===== src/rtl/am_demod.sv =====
// am_demod: envelope-detector AM demodulator on a Q1.13 sample bus.
// Full-wave rectifies accepted samples, integrates and dumps over
// 2^DECIM_LOG2 accepted samples, removes the carrier DC level with a
// leaky integrator and emits a gain-scaled, saturated Q1.13 audio sample.
// Optional feature macro: AM_DEMOD_DC_BLOCK_EN (DC tracker present when
// defined; otherwise the DC estimate is constant zero).
//
// Handshake: a sample is accepted on every rising edge where en and
// in_valid are both high; there is no backpressure. out_valid is a
// one-cycle pulse marking new env_q13/audio_q13 values; there is no
// ready from the sink, so the consumer must take the sample on the pulse.
//
// Operating mode: RUN is simply en high, IDLE is en low. Dropping en
// clears the block in progress, the pending emit and the settle count.
module am_demod #(
  parameter int DECIM_LOG2    = 5,
  parameter int DC_SHIFT      = 6,
  parameter int GAIN_SHIFT    = 1,
  parameter int SETTLE_BLOCKS = 256
) (
  input  logic               clk,
  input  logic               rst,
  input  logic               en,
  input  logic               in_valid,
  input  logic signed [13:0] rf_q13,
  output logic               out_valid,
  output logic signed [13:0] env_q13,
  output logic signed [13:0] audio_q13,
  output logic               settled
);

  localparam int ACC_W = 13 + DECIM_LOG2;
  localparam int DC_W  = 14 + DC_SHIFT;
  localparam int SH_W  = 15 + GAIN_SHIFT;

  localparam logic [DECIM_LOG2-1:0] CNT_LAST   = '1;
  localparam logic [15:0]           SETTLE_MAX = 16'(SETTLE_BLOCKS);
  localparam logic signed [SH_W-1:0] SAT_HI    = SH_W'(8191);
  localparam logic signed [SH_W-1:0] SAT_LO    = -SH_W'(8192);

  logic                  accept;
  logic                  emit_fire;
  logic [12:0]           mag;
  logic signed [13:0]    rf_neg;
  logic [ACC_W-1:0]      acc;
  logic [ACC_W-1:0]      acc_next;
  logic [ACC_W-1:0]      block_sum;
  logic [DECIM_LOG2-1:0] cnt;
  logic                  emit_pend;
  logic [15:0]           settle_cnt;
  logic [12:0]           avg;
  logic signed [13:0]    dc_est;
  logic signed [14:0]    diff;
  logic signed [SH_W-1:0] diff_ext;
  logic signed [SH_W-1:0] scaled;
  logic signed [13:0]    audio_sat;

  assign accept    = en && in_valid;
  assign emit_fire = en && emit_pend;

  // Full-wave rectification; -8192 has no positive twin, so it clamps to 8191.
  assign rf_neg = -rf_q13;
  always_comb begin
    mag = rf_q13[12:0];
    if (rf_q13 == 14'sh2000) begin
      mag = 13'h1fff;
    end else if (rf_q13[13]) begin
      mag = rf_neg[12:0];
    end
  end

  // Running block sum including the sample being accepted this cycle.
  assign acc_next = acc + ACC_W'(mag);

  // Block mean: the sum of 2^DECIM_LOG2 13-bit values, truncated back to 13 bits.
  assign avg = block_sum[ACC_W-1:DECIM_LOG2];

`ifdef AM_DEMOD_DC_BLOCK_EN
  logic signed [DC_W-1:0] dc_acc;
  logic signed [DC_W-1:0] avg_dc;
  logic signed [DC_W-1:0] est_dc;

  // Arithmetic shift by DC_SHIFT leaves exactly the top 14 bits.
  assign dc_est = dc_acc[DC_W-1:DC_SHIFT];
  assign avg_dc = $signed({{(DC_W-13){1'b0}}, avg});
  assign est_dc = DC_W'(dc_est);

  // Leaky integrator tracking the carrier level; held while en is low.
  always_ff @(posedge clk) begin
    if (rst) begin
      dc_acc <= '0;
    end else if (emit_fire) begin
      dc_acc <= dc_acc + avg_dc - est_dc;
    end
  end
`else
  assign dc_est = '0;
`endif

  // DC removal, gain and saturation to the Q1.13 range.
  assign diff     = $signed({2'b00, avg}) - $signed({dc_est[13], dc_est});
  assign diff_ext = SH_W'(diff);
  assign scaled   = diff_ext <<< GAIN_SHIFT;
  always_comb begin
    audio_sat = scaled[13:0];
    if (scaled > SAT_HI) begin
      audio_sat = 14'sh1fff;
    end else if (scaled < SAT_LO) begin
      audio_sat = 14'sh2000;
    end
  end

  // Integrate-and-dump, emit stage and settle counter.
  always_ff @(posedge clk) begin
    if (rst) begin
      acc        <= '0;
      cnt        <= '0;
      block_sum  <= '0;
      emit_pend  <= 1'b0;
      settle_cnt <= '0;
      out_valid  <= 1'b0;
      env_q13    <= '0;
      audio_q13  <= '0;
    end else if (!en) begin
      acc        <= '0;
      cnt        <= '0;
      emit_pend  <= 1'b0;
      settle_cnt <= '0;
      out_valid  <= 1'b0;
    end else begin
      emit_pend <= 1'b0;
      out_valid <= 1'b0;
      if (accept) begin
        if (cnt == CNT_LAST) begin
          block_sum <= acc_next;
          acc       <= '0;
          cnt       <= '0;
          emit_pend <= 1'b1;
        end else begin
          acc <= acc_next;
          cnt <= cnt + 1'b1;
        end
      end
      if (emit_fire) begin
        env_q13   <= $signed({1'b0, avg});
        audio_q13 <= audio_sat;
        out_valid <= 1'b1;
        if (settle_cnt != SETTLE_MAX) begin
          settle_cnt <= settle_cnt + 16'd1;
        end
      end
    end
  end

  assign settled = (settle_cnt == SETTLE_MAX);

endmodule


===== config.mk =====
export PLATFORM = sky130hd
export DESIGN_NAME = am_demod
export DESIGN_NICKNAME = d
export VERILOG_FILES = /design/src/rtl/am_demod.sv
export SDC_FILE = /design/constraint.sdc
export NUM_CORES = 1
export LEC_CHECK = 0
export ABC_AREA = 0
export CELL_PAD_IN_SITES_DETAIL_PLACEMENT = 0
export CELL_PAD_IN_SITES_GLOBAL_PLACEMENT = 1
export CORE_ASPECT_RATIO = 1.4
export CORE_MARGIN = 8
export CORE_UTILIZATION = 42
export DETAILED_ROUTE_END_ITERATION = 16
export PLACE_DENSITY_LB_ADDON = 0.05
export SKIP_LAST_GASP = 1
export SLEW_MARGIN = 30
export SYNTH_ARGS = -nofsm -noshare
export SYNTH_HDL_FRONTEND = slang
export SYNTH_SLANG_ARGS = --single-unit

===== constraint.sdc =====
create_clock -name clk -period 4.3 [get_ports clk]
set_input_delay 0.43 -clock clk [delete_from_list [all_inputs] [get_ports clk]]
set_output_delay 0.43 -clock clk [all_outputs]
set_load 0.02 [all_outputs]

**Yosys cells after proc, flatten, opt, wreduce, memory -nomap -nowiden**

Index checks and enable logic that the tools add are counted.

- Add/subtract/negate cells: 4
- Magnitude comparators: 2
- Equality and inequality tests: 4
- Mux-type cells: 8
- Bitwise operators: 2
- Reductions and logical operators: 7

Operator list:

| operator | number |
|---|---|
| $mux W14 | 2 |
| $mux W13 | 2 |
| $add A18 B13 Y18 | 1 |
| $mux W18 | 1 |
| $add A16 B1 Y16 const B | 1 |
| $eq A16 B9 Y1 const B | 1 |
| $ne A16 B9 Y1 const B | 1 |
| $lt A15 B14 Y1 const B | 1 |
| $eq A14 B14 Y1 const B | 1 |
| $gt A14 B13 Y1 const B | 1 |
| $neg A13 Y13 | 1 |
| $add A5 B1 Y5 const B | 1 |
| $eq A5 B5 Y1 const B | 1 |
| $mux W5 | 1 |
| $reduce_and A2 Y1 | 2 |
| $reduce_and A3 Y1 | 1 |
| $reduce_or A3 Y1 | 1 |
| $logic_and A1 B1 Y1 | 2 |
| $mux W1 | 2 |
| $not A1 Y1 | 2 |
| $reduce_or A2 Y1 | 1 |

- Register bits: 86
- Input port bits: 18
- Logic and storage cells: 35

**Depth between registers and ports, before layout**

Gate-level depths: netlist of run 1.

- Depth after elaboration: 5
- Mapped depth: 16

**Worst setup path before layout of run 1**

OpenSTA, ideal clock, no wires.

- Path kind: input to register
- Start: input rf_q13[6]
- End: register block_sum[17]
- Data arrival time: 3537 ps
- Data required time: 4209 ps
- Slack: 672 ps
- Stages on the path: 13
- Buffers on the path: 1
- Cells stage by stage: or4_4 or3_4 o41ai_4 nand2_1 mux2_2 ha_1 buf_2 and2_1 nand3_1 o221ai_1 a31oi_2 or3_1 a311oi_1

- Longest elaborated chain between the ends: 4
- Elaborated cells on any way between the ends: 5
- Classes of those cells: 2 x add/sub; 1 x eq/ne; 2 x mux

RTL lines:

| what | RTL line | source |
|---|---|---|
| from (decl) | 25 | `input logic signed [13:0] rf_q13,` |
| $neg A13 Y13 | 62 | `assign rf_neg = -rf_q13;` |
| $mux W13 | 67 | `end else if (rf_q13[13]) begin` |
| $mux W13 (*) | 65 | `if (rf_q13 == 14'sh2000) begin` |
| $add A18 B13 Y18 (*) | 73 | `assign acc_next = acc + ACC_W'(mag);` |
| to (signal assigned) | 135 | `block_sum <= acc_next;` |
| to (decl) | 47 | `logic [ACC_W-1:0] block_sum;` |

Mark *: on every way between the ends. The rest lies on a longest branch, timed or not.
A chain may end at the register's enable or synchronous reset.

**Worst setup path in the final report of run 1**

Same ends and word-level chain as after synthesis.

==> run_results.csv, run 1 <==
group,metric,value,unit
outcome,status,"finished clean",
yosys,yosysWarnings,0,
critical_path,worstSetupPathType,"in -> reg",
clock_tree,cts-root-buf,"clkbuf_16",
final_layout,nNetsFinal,600,
global_routing,overflow,0,
drt,vias_per_cell,5.29,
floorplanning,die_w,101,µm
timing,fin_crit_sh,91.6,%
drt,drt-wirelength-per-cell,14.2,µm
timing,clock.fmax,254,MHz
pwr,p_leak,1.91,nW
critical_path,required,4.54,ns
critical_path,crit_fanout,9,
yosys,syn_avg_cell_area,8.05,µm²
final_layout,diodes,0,
floorplanning,dieArea,13500,µm²
floorplanning,die_y,134,µm
timing,finalHoldViolCount,0,
clock_tree,worstSkewPairLatency,0.33,ns
global_routing,grt_max_degree,49,
pwr,power_density,334,nW/µm²
drt,routed_wl,9960,µm
yosys,synth_cell_types,60,
place,port_buffers,45,
timing,slew_headroom,39.6,%
global_routing,antenna_found_initial,0,
clock_tree,postCtsSetupBuffers,0,
global_routing,use_met2,25.6,%
global_routing,gr-usage-met1,18.2,%
yosys,synth_area,4200,µm²
timing,min_period,3.94,ns
yosys,ys.flop_type,"dfxtp_1",
floorplanning,io_pins,48,
timing,finalSetupViolations,0,
clock_tree,ctsResizeCount,0,
critical_path,worst_path_largest_cell_delay,0.55,ns
place,placed_cell_area,4810,µm²
clock_tree,clk_pin_slew,0.06,ns
global_routing,grt_most_used_layer,"met2",
global_routing,grt_pass1_wl,16800,µm
place,dpl.hpwl,7350,µm
yosys,yosysTopAreaCell,"dfxtp_1",
critical_path,crit_arrival,4.18,ns
drt,vias,3722,
timing,clock_skew,0.00705,ns
final_layout,syn2layout_area_growth,21.8,%
clock_tree,clock_sinks,79,
critical_path,worst_setup_path_end_kind,"flop",
critical_path,startpoint_type,"input port",
yosys,syn_inst,522,
final_layout,layout-drive-gt1-share,7.57,%
yosys,synth_seq_area_share,37.7,%
timing,worst_pin_slew,0.903,ns
hold_path,hp-class,"reg -> reg",
flow_run,max_cap_viol_count,0,
place,gp_congestion,0.882,
timing,fin_tns_setup,0,ns
drt,drt_iter0_markers,153,
yosys,synth_edf_count,0,
floorplanning,core,9850,µm²
timing,whs,0.454,ns
clock_tree,cts_hold_buf,0,
clock_tree,clockBufferDepth,2,
critical_path,worst_path_max_delay_cell,"or4_4",
yosys,yosysTopAreaCellShare,37.7,%
clock_tree,cts_tree,"yes",
floorplanning,rows,43,
global_routing,grt_usage,15.3,%
timing,rsz0062_at_grt,"false",
drt,antenna_left,0,
clock_tree,cts_made_buffers,9,
yosys,async_flop_share,0,%
timing,slew_viol_final,0,
drt,firstDrtPassIters,4,
critical_path,path_cells,"clkdlybuf4s50_1 > or4_4 > or3_4 > nor3_2 > nand4b_1 > nand2_1 > ha_1 > a211oi_2 > o21bai_1 > o41a_4 > a31oi_2 > o21ai_0 > a311oi_1",
global_routing,grt_pass1_vias,3546,
floorplanning,start_util,42.7,%
pwr,ir_drop,0.180,mV
global_routing,grt_use_met3,3.16,%
clock_tree,htreeDepth,3,
critical_path,cp.buffers_inverters,1,
yosys,synthTopCellsByArea,"dfxtp_1, nand2_1, ha_1",
final_layout,finalInstanceArea,5110,µm²
critical_path,critPathTopFamily,"compound AO/OA/AOI/OAI gates",
yosys,ys_ff_latch,79,
drt,route.detailed.drc,0,
[sequential cells by signal, summed over array words and instances, names as in the netlist]
register and flops:
env_q13 12, emit_pend 1, settle_cnt 16, acc 18
block_sum 13, cnt 5, out_valid 1, audio_q13 13
[through the flow]
| stage | std cells | setup WS, ns | power (W) | utilization [%] |
|---|---|---|---|---|
| floorplan | 523 | 0.672 | 0.000891 | - |
| global placement | 687 | 0.0629 | 0.000953 | 48.9 |
| CTS | 703 | 0.337 | 0.00173 | 52.0 |
| detailed placement | 687 | -0.00121 | 0.000954 | 48.9 |
| global route | 703 | 0.0178 | 0.00178 | 52.0 |
| finish | 703 | 0.359 | 0.00171 | 52.0 |
[synthesized netlist by cell type (all sizes together) (6+ instances only)]
library cell,number
o21ai,21
nand4,8
a211oi,7
clkbuf,25
nor3,36
nand2b,6
nand2,73
xnor2,8
inv,11
ha,18
or3,9
nand3,16
xor2,20
buf,8
dfxtp,79
a31oi,6
a21oi,40
nor2,53
[metal layers]
layer | vias up | wire length, µm
met2 | 72 | 4850
met5 | - | 0
met3 | 11 | 333
li1 | 1934 | -
met4 | 0 | 204
met1 | 1705 | 4580
[final cells by class]
class | instances | area (µm²)
Fill cell | 1002 | 4730
Multi-Input combinational cell | 400 | 2440
Sequential cell | 79 | 1580
Timing Repair Buffer | 62 | 578
Clock buffer | 14 | 264
Tap cell | 135 | 169
Inverter | 11 | 41.3
Clock inverter | 2 | 38.8
[worst register-to-register path, delay by kind of cell, from the launching register on]
kind | cells | cell delay (ns)
fa+ha+maj | 2 | 0.64
simple gates | 4 | 1.52
flops | 1 | 0.41
[cells in the final DEF (no fill, tap or decap), drive strengths merged, types with 3 or more instances in the layout]
cell type	n
dfxtp	79
nand2	73
nor2	53
clkdlybuf4s50	45
a21oi	40
nor3	36
o21ai	21
xor2	20
ha	18
buf	17
nand3	16
clkbuf	14
inv	11
or3	9
xnor2	8
nand4	8
a211oi	7
nand2b	6
a31oi	6
nor2b	5
and3	5
o211ai	5
or4	5
mux2i	4
nor4b	4
a21o	4
nand3b	4
and2	3
nor4	3
a22o	3
o31ai	3
o41ai	3
[kinds of logic (layout without fill, tap and decap cells)]
group	after synthesis	after routing	share of synthesized area, %
DFF	79	79	37.7
AOI/OAI and AO/OA	108	108	17.5
muxes	5	5	1.22
and+or+nand+nor	238	238	27.5
other	1	2	0.0893
xor gates and xnor gates	28	28	5.84
adders and majority gates	19	19	5.84
buffers and inverters	44	89	4.29
[report_power, final]
part | switching, W | total (W) | internal (W)
Sequential | 0.00000490 | 0.000743 | 0.000738
Combinational | 0.000114 | 0.000196 | 0.0000816
Clock | 0.000287 | 0.000770 | 0.000483
Total | 0.000406 | 0.00171 | 0.00130
[final timing paths]
path / start / to / slack [ns] / depth (start not counted)
worst min register to register: env_q13[6] / env_q13[6] / 0.45 / 2
worst min-delay path: env_q13[6] / env_q13[6] / 0.45 / 2
worst max register to register: cnt[0] / block_sum[13] / 1.67 / 6
worst max-delay path: rf_q13[6] / block_sum[17] / 0.36 / 13
Note: power is estimated with default switching activity, not from simulation.
==> inputs of run 2 (changes only) <==
--- a/config.mk
+++ b/config.mk
@@ -14,7 +14,6 @@
 export DETAILED_ROUTE_END_ITERATION = 16
 export PLACE_DENSITY_LB_ADDON = 0.05
 export SKIP_LAST_GASP = 1
-export SLEW_MARGIN = 30
 export SYNTH_ARGS = -nofsm -noshare
 export SYNTH_HDL_FRONTEND = slang
 export SYNTH_SLANG_ARGS = --single-unit
==> results of run 2 <==
Same layout as run 1: the final DEF is identical, and so are final timing and power.
==> inputs of run 3 (changes only) <==
--- a/config.mk
+++ b/config.mk
@@ -5,12 +5,12 @@
 export SDC_FILE = /design/constraint.sdc
 export NUM_CORES = 1
 export LEC_CHECK = 0
-export ABC_AREA = 0
+export ABC_AREA = 1
 export CELL_PAD_IN_SITES_DETAIL_PLACEMENT = 0
 export CELL_PAD_IN_SITES_GLOBAL_PLACEMENT = 1
 export CORE_ASPECT_RATIO = 1.4
 export CORE_MARGIN = 8
-export CORE_UTILIZATION = 42
+export CORE_UTILIZATION = 41
 export DETAILED_ROUTE_END_ITERATION = 16
 export PLACE_DENSITY_LB_ADDON = 0.05
 export SKIP_LAST_GASP = 1
==> run_results.csv, run 3 <==
group,metric,value,unit
outcome,status,"finished clean",
final_layout,layout-drive-gt1-share,6.44,%
timing,slew_headroom,27.8,%
drt,drt_iter0_markers,160,
floorplanning,io_pins,48,
floorplanning,start_util,41.8,%
yosys,ys_ff_latch,79,
clock_tree,cts_hold_buf,0,
place,gp_congestion,0.854,
final_layout,final_common_cell,"nand2_1",
critical_path,crit_fanout,7,
place,dpl.hpwl,8380,µm
final_layout,multi_input_area,2470,µm²
floorplanning,dieArea,14600,µm²
yosys,yosysWarnings,0,
timing,fin_tns_setup,0,ns
pwr,power_density,317,nW/µm²
clock_tree,clockBufferDepth,2,
global_routing,grt_max_degree,30,
yosys,ys.flop_type,"dfxtp_1",
final_layout,fillers,1117,
final_layout,regArea,1580,µm²
yosys,yosysTopAreaCell,"dfxtp_1",
drt,routed_wl,11000,µm
global_routing,grt_pass1_vias,4129,
place,port_buffers,45,
global_routing,grt_usage,15.7,%
clock_tree,clk_pin_slew,0.07,ns
clock_tree,postCtsSetupBuffers,0,
pwr,p_leak,2.26,nW
timing,clock_skew,0.00683,ns
global_routing,antenna_found_initial,0,
critical_path,worstSetupPathType,"in -> reg",
critical_path,startpoint_type,"input port",
yosys,syn_avg_cell_area,6.69,µm²
timing,whs,0.466,ns
yosys,synthTopCellsByArea,"dfxtp_1, nand2_1, inv_1",
yosys,synth_area,4500,µm²
timing,min_period,3.09,ns
place,dp_cells,839,
clock_tree,ctsResizeCount,0,
yosys,yosysTopAreaCellShare,35.2,%
floorplanning,die_y,140,µm
final_layout,diodes,0,
clock_tree,cts-root-buf,"clkbuf_16",
yosys,synth_edf_count,0,
final_layout,syn2layout_area_growth,18.8,%
final_layout,fin_cells,855,
floorplanning,rows,45,
clock_tree,cts_made_buffers,9,
floorplanning,core,10800,µm²
critical_path,crit_arrival,3.34,ns
floorplanning,die_w,105,µm
yosys,async_flop_share,0,%
yosys,yosysMostFrequentCell,"nand2_1",
critical_path,worst_setup_path_end_kind,"flop",
timing,finalSetupViolations,0,
drt,route.detailed.drc,0,
timing,clock.fmax,323,MHz
pwr,ir_drop,0.192,mV
yosys,synth_cell_types,43,
drt,firstDrtPassIters,4,
timing,fin_crit_sh,72.0,%
final_layout,largest_reg_flops,18,
final_layout,post-route-util,49.7,%
clock_tree,clock_sinks,79,
final_layout,final_cell_mix,"nand2_1, inv_1, dfxtp_1, a21oi_1, clkdlybuf4s50_1",
yosys,ys_top_cells_by_count,"nand2_1, inv_1, dfxtp_1",
clock_tree,htreeDepth,3,
critical_path,required,4.54,ns
timing,worst_pin_slew,1.08,ns
yosys,syn_inst,672,
timing,rsz0062_at_grt,"false",
timing,finalHoldViolCount,0,
timing,slew_viol_final,0,
final_layout,largestRegisters,"acc x18, settle_cnt x16",
drt,vias,4173,
clock_tree,cts_tree,"yes",
global_routing,overflow,0,
clock_tree,worstSkewPairLatency,0.34,ns
final_layout,top_register,"acc",
flow_run,max_cap_viol_count,0,
global_routing,grt_pass1_wl,19100,µm
final_layout,nNetsFinal,746,
yosys,synth_seq_area_share,35.2,%
drt,drt-wirelength-per-cell,12.9,µm
drt,antenna_left,0,
hold_path,hp-class,"reg -> reg",
drt,vias_per_cell,4.88,
==> run 3: cell count changes after synthesis, sizes merged, moves of 7 or more <==
cell / before / now
clkbuf: 25 / 9
inv: 11 / 88
nand3: 16 / 39
nor3: 36 / 14
nand2: 73 / 220
nor2: 53 / 44
a21oi: 40 / 56
or3: 9 / 0
a31oi: 6 / 13
==> run 3: layer usage <==
| layer | up-vias | GRT usage (%) | wire length [µm] |
|---|---|---|---|
| li1 | 2234 | - | - |
| met1 | 1851 | 18.2 | 4980 |
| met2 | 79 | 28.1 | 5540 |
| met3 | 9 | 3.63 | 402 |
| met4 | 0 | 4.06 | 109 |
| met5 | - | 0 | 0 |
==> run 3: kinds of logic after synthesis <==
logic type / count (synthesis) / share of synthesized area (%)
XOR/XNOR: 17 / 3.31
flip-flops: 79 / 35.2
AND/OR/NAND/NOR: 337 / 32.3
adder cells (fa/ha/maj): 19 / 5.45
other: 1 / 0.0834
buffers and inverters: 111 / 9.96
AO/OA/AOI/OAI: 108 / 13.7
==> run 3: where the power goes <==
group	switching, W	internal [W]
combinational	0.000103	0.0000595
sequential	0.00000273	0.000736
clock	0.000334	0.000461
total	0.000439	0.00126
==> run 3: final cells by class <==
cell class | instances | share of cell area, %
multi-input combinational | 483 | 46.3
sequential | 79 | 29.6
timing repair buffer | 48 | 8.85
inverter | 88 | 6.18
clock buffer | 9 | 4.22
tap | 141 | 3.30
clock inverter | 7 | 1.57
==> run 3: metrics by stage <==
stage / area [µm²] / setup slack, ns / power (W)
CTS: 5340 / 1.18 / 0.00172
floorplan: 4500 / 1.62 / 0.000868
finish: 5340 / 1.21 / 0.00170
global route: 5340 / 0.832 / 0.00178
global placement: 5030 / 0.887 / 0.000917
detailed placement: 5030 / 0.816 / 0.000918
==> run 3: worst paths after layout <==
check / startpoint / end / slack, ns / cells past startpoint
worst max-delay path: rf_q13[0] / block_sum[16] / 1.21 / 20
worst min-delay path: env_q13[2] / env_q13[2] / 0.47 / 2
worst max register to register: emit_pend / settle_cnt[7] / 2.20 / 7
worst min register to register: env_q13[2] / env_q13[2] / 0.47 / 2
==> run 3: worst max-delay path: stages <==
cell and delay [ns]:
clkdlybuf4s50_1 0.40, inv_1 0.09, ha_1 0.20, nand4_1 0.14, nor3_2 0.20, nand3_1 0.25, nand2_1 0.13, ha_1 0.17
inv_1 0.06, fa_1 0.43, o21ai_2 0.23, nand2_1 0.07, nand2_1 0.13, nand2_1 0.09, nand2_1 0.06, nand2_1 0.06
nand2_1 0.06, nand2_1 0.04, nand2_1 0.06, inv_1 0.03
==> variant, RTL diff (settings of run 2) <==
Build with the macro `AM_DEMOD_DC_BLOCK_EN` defined.
--- a/src/rtl/am_demod.sv
+++ b/src/rtl/am_demod.sv
@@ -13,4 +13,6 @@
 // Operating mode: RUN is simply en high, IDLE is en low. Dropping en
 // clears the block in progress, the pending emit and the settle count.
+`define AM_DEMOD_DC_BLOCK_EN
+
 module am_demod #(
   parameter int DECIM_LOG2    = 5,
Check against the original RTL: no difference found for any inputs over 10 cycles, from zero or initial values and one cycle with rst high; that may be too few to reach the edited logic, so the function may still have changed.
==> variant against run 2 <==
  * Worst setup slack got worse by 0.055 ns
  * Area after synthesis increased by 61%
  * Worst hold slack improved by 0.0014 ns
  * Critical endpoint is now block_sum[12]
  * Largest cell class unchanged
  * Routed wire length increased by 71%
  * Sequential cell count increased by 22
  * Total power increased by 14%
  * Design area increased by 55%
  * Register-to-register slack got worse by 0.93 ns
==> variant: results (changes against run 2) <==
crit_slowest_cell: "or3b_2"
hp-start: "dc_acc[0]"
avgViaCountPerCell: 5.37  # +1.5%
netlist.area_leader.share_pct: 29.9  # -7.7 points
worstPathMaxFanout: 3  # -6
setup_slack_ns: 0.304  # -0.0554 ns
r2r_cells: 12  # +6
synth-compound-area-share_pct: 22.0  # +4.4 points
fillerInstances: 1593  # +59%
status: "complete, no violations"
rrSetupSlack_ns: 0.74  # -0.93 ns
grt_pass1_vias: 6102  # +72%
grtUsageMet1_pct: 18.5  # +0.29 points
dp.cells: 1081  # +57%
grt_max_degree: 52  # +6.1%
grt_pass1_wl_mm: 29.0  # +73%
hpwl_mm: 13.3  # +81%
yosysMostFrequentCell: "nand2_1"
ir_worst_vdd_mv: 0.154  # -14%
synthTopCellsByCount: "102 x nand2_1, 101 x dfxtp_1, 76 x a21oi_1, 74 x inv_1, 71 x nor2_1"
totalWireLength_mm: 17.0  # +71%
worst_pin_slew_ns: 0.817  # -0.0861 ns
reg2reg_from: "block_sum[6]"
syn_inst: 829  # +59%
place.gp.congestion: 0.865  # -2.0%
clkTransAtPathRegs_ns: 0.08  # +0.02 ns
wl_per_cell_um: 15.5  # +9.6%
ys_seq_area_share_pct: 29.9  # -7.7 points
dp_worst_setup_slack_ns: -0.209  # -0.207 ns
dr_wl_met2_mm: 9.42  # +94%
clkLatencyLatePin_ns: 0.36  # +0.03 ns
variant: cell types whose count changed in the layout (fill, tap and decap cells not counted), moves of 20 or more:
cell / run 2 / this run
a21oi_1: 40 / 75
nor3_1: 35 / 13
ha_1: 18 / 60
dfxtp_1: 79 / 101
buf_4: 17 / 37
nand2_1: 73 / 102
inv_1: 11 / 74
variant: what timing repair did:
item | 4_1_cts | 5_1_grt
setup buffers | 0 | 0
gates resized for setup | 0 | 7
hold buffers | 0 | 0
endpoints found under the setup margin | 0 | 11
variant: power by group through the flow:
stage / registers (mW) / clock network, mW / logic (mW)
floorplan: 0.963 / 0 / 0.109
global placement: 0.964 / 0 / 0.178
detailed placement: 0.964 / 0 / 0.181
CTS: 0.942 / 0.857 / 0.182
global route: 0.942 / 0.893 / 0.204
finish: 0.942 / 0.827 / 0.182
variant: how the worst max path moves through the flow:
stage,start,end,depth (start not counted)
2_1_floorplan,rf_q13[0],block_sum[10],19
3_3_place_gp,rf_q13[0],block_sum[12],20
3_5_place_dp,rf_q13[1],block_sum[12],20
4_1_cts,rf_q13[1],block_sum[12],20
5_1_grt,rf_q13[1],block_sum[12],20
6_report,rf_q13[1],block_sum[12],20
variant: worst reg2reg max path: stages, from the launching register on:
cell	delay, ns
dfxtp_1	0.49
inv_1	0.11
fa_1	0.60
inv_1	0.06
ha_1	0.30
a211oi_1	0.35
o21ai_0	0.25
nand3_1	0.21
a21oi_1	0.14
o41ai_2	0.37
o21ai_0	0.21
xor2_1	0.17
a211oi_1	0.23
variant: area by class of cell:
class	count	area share (%)
Multi-Input combinational cell	624	54.8
Clock inverter	7	0.947
Inverter	74	3.50
Clock buffer	9	2.84
Timing Repair Buffer	83	9.25
Tap cell	199	3.14
Sequential cell	101	25.5
